**src/rtl/dsp_dec_requant.sv**
```systemverilog
// Decimator output stage: rounding arithmetic right shift, 16-bit saturation,
// and a first-word-fall-through FIFO with a valid/ready consumer port and sticky flags.
module dsp_dec_requant #(
    parameter int unsigned W_IN  = 32,
    parameter int unsigned W_OUT = 16,
    parameter int unsigned SH_W  = 5,
    parameter int unsigned DEPTH = 8
) (
    input  logic                       clk,
    input  logic                       rst_n,
    input  logic [W_IN-1:0]            din,
    input  logic                       din_val,
    input  logic [SH_W-1:0]            shift,
    input  logic                       flag_clr,
    output logic [W_OUT-1:0]           dout,
    output logic                       dout_val,
    input  logic                       dout_rdy,
    output logic [$clog2(DEPTH):0]     level,
    output logic                       sat_flag,
    output logic                       ovf_flag
);

    localparam int unsigned AW = $clog2(DEPTH);
    localparam int unsigned LW = AW + 1;
    localparam logic [W_IN:0] ONE = {{W_IN{1'b0}}, 1'b1};

    logic                     v1_q;
    logic [SH_W-1:0]          sh_q;
    logic signed [W_IN:0]     sum_q, sum_d, bias_w;
    logic signed [W_IN:0]     q_w;
    logic                     clip_hi, clip_lo;
    logic [W_OUT-1:0]         res_w;

    logic [W_OUT-1:0]         mem_q [DEPTH];
    logic [AW-1:0]            wr_q, rd_q, rd_d;
    logic [LW-1:0]            lvl_q, lvl_d, rem_w;
    logic [W_OUT-1:0]         dout_q, dout_d;
    logic                     sat_q, sat_d, ovf_q, ovf_d;
    logic                     pop, push, full;

    // Bias of 2^(s-1), one less for negative inputs, makes the floor shift
    // round half away from zero.
    always_comb begin
        bias_w = '0;
        if (shift != '0) begin
            bias_w = ONE << (shift - SH_W'(1));
            if (din[W_IN-1]) begin
                bias_w = bias_w - ONE;
            end
        end
        sum_d = $signed({din[W_IN-1], din}) + bias_w;
    end

    always_comb begin
        q_w     = sum_q >>> sh_q;
        clip_hi = !q_w[W_IN] && (q_w[W_IN-1:W_OUT-1] != '0);
        clip_lo =  q_w[W_IN] && (q_w[W_IN-1:W_OUT-1] != '1);
        res_w   = q_w[W_OUT-1:0];
        if (clip_hi) begin
            res_w = {1'b0, {(W_OUT-1){1'b1}}};
        end else if (clip_lo) begin
            res_w = {1'b1, {(W_OUT-1){1'b0}}};
        end
    end

    always_comb begin
        full  = (lvl_q == LW'(DEPTH));
        pop   = (lvl_q != '0) && dout_rdy;
        push  = v1_q && (!full || pop);
        lvl_d = lvl_q + LW'(push) - LW'(pop);
        rd_d  = rd_q + AW'(pop);
        rem_w = lvl_q - LW'(pop);
        sat_d = (sat_q && !flag_clr) || (v1_q && (clip_hi || clip_lo));
        ovf_d = (ovf_q && !flag_clr) || (v1_q && full && !pop);
        // Head register: next stored entry if one survives the pop, else the
        // incoming sample, else keep the last popped value.
        dout_d = dout_q;
        if (rem_w != '0) begin
            dout_d = mem_q[rd_d];
        end else if (push) begin
            dout_d = res_w;
        end
    end

    always_ff @(posedge clk) begin
        if (push) begin
            mem_q[wr_q] <= res_w;
        end
    end

    always_ff @(posedge clk or negedge rst_n) begin
        if (!rst_n) begin
            v1_q   <= 1'b0;
            sh_q   <= '0;
            sum_q  <= '0;
            wr_q   <= '0;
            rd_q   <= '0;
            lvl_q  <= '0;
            dout_q <= '0;
            sat_q  <= 1'b0;
            ovf_q  <= 1'b0;
        end else begin
            v1_q <= din_val;
            if (din_val) begin
                sh_q  <= shift;
                sum_q <= sum_d;
            end
            if (push) begin
                wr_q <= wr_q + AW'(1);
            end
            rd_q   <= rd_d;
            lvl_q  <= lvl_d;
            dout_q <= dout_d;
            sat_q  <= sat_d;
            ovf_q  <= ovf_d;
        end
    end

    assign dout     = dout_q;
    assign dout_val = (lvl_q != '0);
    assign level    = lvl_q;
    assign sat_flag = sat_q;
    assign ovf_flag = ovf_q;

endmodule

```
**config.mk**
```make
export PLATFORM = sky130hd
export DESIGN_NAME = dsp_dec_requant
export DESIGN_NICKNAME = d
export VERILOG_FILES = /design/src/rtl/dsp_dec_requant.sv
export SDC_FILE = /design/constraint.sdc
export NUM_CORES = 1
export LEC_CHECK = 0
export BUFFER_PORTS_ARGS = -buffer_cell sky130_fd_sc_hd__buf_2
export CORE_MARGIN = 10
export CORE_UTILIZATION = 36
export CTS_CLUSTER_SIZE = 10
export DETAILED_ROUTE_END_ITERATION = 8
export GPL_TIMING_DRIVEN = 0
export PLACE_DENSITY_LB_ADDON = 0.08
export SLEW_MARGIN = 20
export SYNTH_ARGS = -nofsm -noshare
export SYNTH_HDL_FRONTEND = slang
export SYNTH_SLANG_ARGS = --single-unit
```
**constraint.sdc**
```tcl
create_clock -name clk -period 8.8 [get_ports clk]
set_clock_uncertainty 0.15 [all_clocks]
set_input_delay 1.76 -clock clk [delete_from_list [all_inputs] [get_ports clk]]
set_output_delay 1.76 -clock clk [all_outputs]
set_load 0.05 [all_outputs]
```
==> results.toml <==
[critical_path]
crit_type = "input port to register"
worstPathMaxFanout = 10
end_kind = "register"
critPathRequiredTime_ns = 8.98
start_kind = "input port"
critical-path-max-stage-delay_ns = 0.63
slowest_stage = "or4b_1"
arrival_ns = 8.30

[logic_synthesis]
ys_ff_latch = 195
syn_inst = 1183
synth_seq_area_share = 0.431
synth_ff_type = "edfxtp_1"
netlist_area_mm2 = 0.0128
yosysMostFrequentCell = "edfxtp_1"
synth_top_cell_by_area = "edfxtp_1"
synth_compound_area_frac = 0.160
synth_adder_area_share = 0.0488
ys_top_cells_by_area = "edfxtp_1 30%, dfrtp_1 13%, mux4_2 9.8%"
synth_common_cells = "128 x edfxtp_1, 110 x nand2_1, 101 x nor2_1"
synth.distinct_cells = 81
synth_warnings = 0
synth_top_family_by_area = "multiplexers"
synth-simple-area-share = 0.128
synth_edf_count = 128
synth_xor_area_frac = 0.0212
avgSynthCellArea_um2 = 10.8
muxShareOfSynthArea = 0.175
synth_top_area_frac = 0.300
synth_nets = 1273
async_flop_share = 0.344

[final_layout]
diodes = 0
multi_input_area_mm2 = 0.00688
drive_above_1_share = 0.198
syn_to_final_growth_pct = 12.8
nNetsFinal = 1368
fillers = 3506
regArea_mm2 = 0.00552

[die]
die_x_um = 209
row_count = 69
fp.dieArea_mm2 = 0.0436
initial_core_util = 0.363
io_pins = 65
fp.dieH_um = 209
core_area_mm2 = 0.0353

[global_route]
grt_overflow_total = 0
use_met1 = 0.217
grt_busiest_layer = "met2"
antenna_found_initial = 0
grt_pass1_wl_um = 60600
grt_use_met3 = 0.0216
first_global_vias = 10200
grt_max_degree = 35
grt.total_usage = 0.175
grt_use_met2 = 0.311

[clock_tree]
root_buffer = "clkbuf_16"
cts-resized-gates = 0
cts.hold.buffers_added = 0
clkSinkCount = 195
clkLatencyLatePin_ns = 0.45
postCtsSetupRepairBufs = 0
numCtsBuffers = 17
cts.htree.levels = 4
cts_tree = "yes"
clockBufferDepth = 2
path_clk_slew_ns = 0.07

[hold_path]
hold_class = "register to register"

[placement]
pre_cts_ws_ns = 0.353
place_congestion = 0.880
port_buffers = 62
hpwl_um = 29300

[pwr]
power_density_mw_per_mm2 = 290
finalPower_mw = 4.20
vdd_drop_max_v = 0.000141
p_leak_nw = 5.48

[drt]
wl_per_cell_um = 21.8
drtIter0Drc = 633
route.detailed.drc = 0
viasPerCell = 5.60
drt_first_pass_iters = 5
drt_wl_total_um = 38200
num_vias = 9816
postRouteAntennaNets = 0

[run_status]
outcome = "finished, final reports clean"

[sta]
slew_violations = 0
hold_violations = 0
tightest_slew_ns = 1.09
fin_hold_ws_ns = 0.333
relSlewSlack = 0.270
setup_viol = 0
rsz0062_at_grt = "no"
max_freq_mhz = 123
fin_setup_tns_ns = 0
period_needed_ns = 8.11
fin_crit_sh = 0.922
fin_ws_ns = 0.686

[flow_run]
cap_violations = 0
[metrics by stage]
stage	cell area, um^2	utilization	cells
after global routing	14500	0.410	1752
final	14500	0.410	1752
after global placement	13700	0.388	1706
after floorplan	12800	-	1183
after CTS	14500	0.410	1752
after detailed placement	13900	0.393	1720
[final cells by class]
cell class | instances | share of cell area
plain buffers | 75 | 0.0226
clock buffers | 17 | 0.0294
clock inverters | 15 | 0.0108
inverters | 37 | 0.00960
multi-input cells | 876 | 0.476
flip-flops and latches | 195 | 0.382
well taps | 461 | 0.0399
repair buffers | 76 | 0.0300
[power breakdown]
| group | internal [mW] | switching, mW | total, mW | leakage [nW] |
|---|---|---|---|---|
| clock network | 0.398 | 0.370 | 0.768 | 0.283 |
| registers | 1.26 | 0.156 | 1.42 | 1.95 |
| logic | 0.827 | 1.18 | 2.01 | 3.25 |
[metal layers]
layer  up-vias  wire (um)  part of all wire
li1       4717          -                 -
met1      4856      16800              0.44
met2       199      19600              0.51
met3        44        963             0.025
met4         0        786             0.021
met5         -          0                 0
[layout by cell type, fill, tap and decap left out, types with 10 or more instances in the layout]
master       n
edfxtp_1   128
nand2_1    110
nor2_1      98
buf_2       76
a21oi_1     70
o21ai_0     68
dfrtp_1     67
mux4_2      56
mux2i_1     49
clkbuf_1    46
ha_1        46
mux2_2      44
inv_1       36
nor3_1      19
nor2b_1     19
nand3_1     18
xnor2_1     17
clkbuf_16   17
o211ai_1    16
xor2_1      14
a211oi_1    13
o31ai_1     12
o21a_1      12
a31oi_1     12
buf_4       12
buf_1       11
a21o_1      11
nand2b_1    11
o21ai_1     10
a221o_1     10
[cells by family (layout without fill, tap and decap cells)]
logic type,count (synthesis),after routing
compound gates,306,306
xor+xnor,31,31
fa+ha+maj,49,49
buf+inv,112,220
flops,195,195
mux,149,149
simple gates,341,341
[critical path: cells and delay by family]
family,cells,cell delay [ns]
adder cells (fa/ha/maj),3,0.86
AO/OA/AOI/OAI,7,1.91
buffers and inverters,6,1.23
AND/OR/NAND/NOR,9,2.29
XOR/XNOR,1,0.22
[registers in the layout, indices dropped and copies added (netlist names)]
name and count:
mem_q 128, sum_q 33, dout 16, sh_q 5, level 4, rd_q 3
wr_q 3, ovf_flag 1, sat_flag 1, v1_q 1
[final timing paths]
kind / start / endpoint / slack [ns] / cells after the start
min in group asynchronous: rst_n / sum_q[8]$_DFFE_PN0P_ / 1.11 / 1
max reg2reg: level[2]$_DFF_PN0_ / dout[2]$_DFFE_PN0P_ / 4.60 / 14
min: ovf_flag$_DFF_PN0_ / ovf_flag$_DFF_PN0_ / 0.33 / 1
max: shift[1] / sum_q[29]$_DFFE_PN0P_ / 0.69 / 26
max in group asynchronous: rst_n / dout[2]$_DFFE_PN0P_ / 6.82 / 2
min reg2reg: ovf_flag$_DFF_PN0_ / ovf_flag$_DFF_PN0_ / 0.33 / 1
Power figures use the tool's default switching activity.
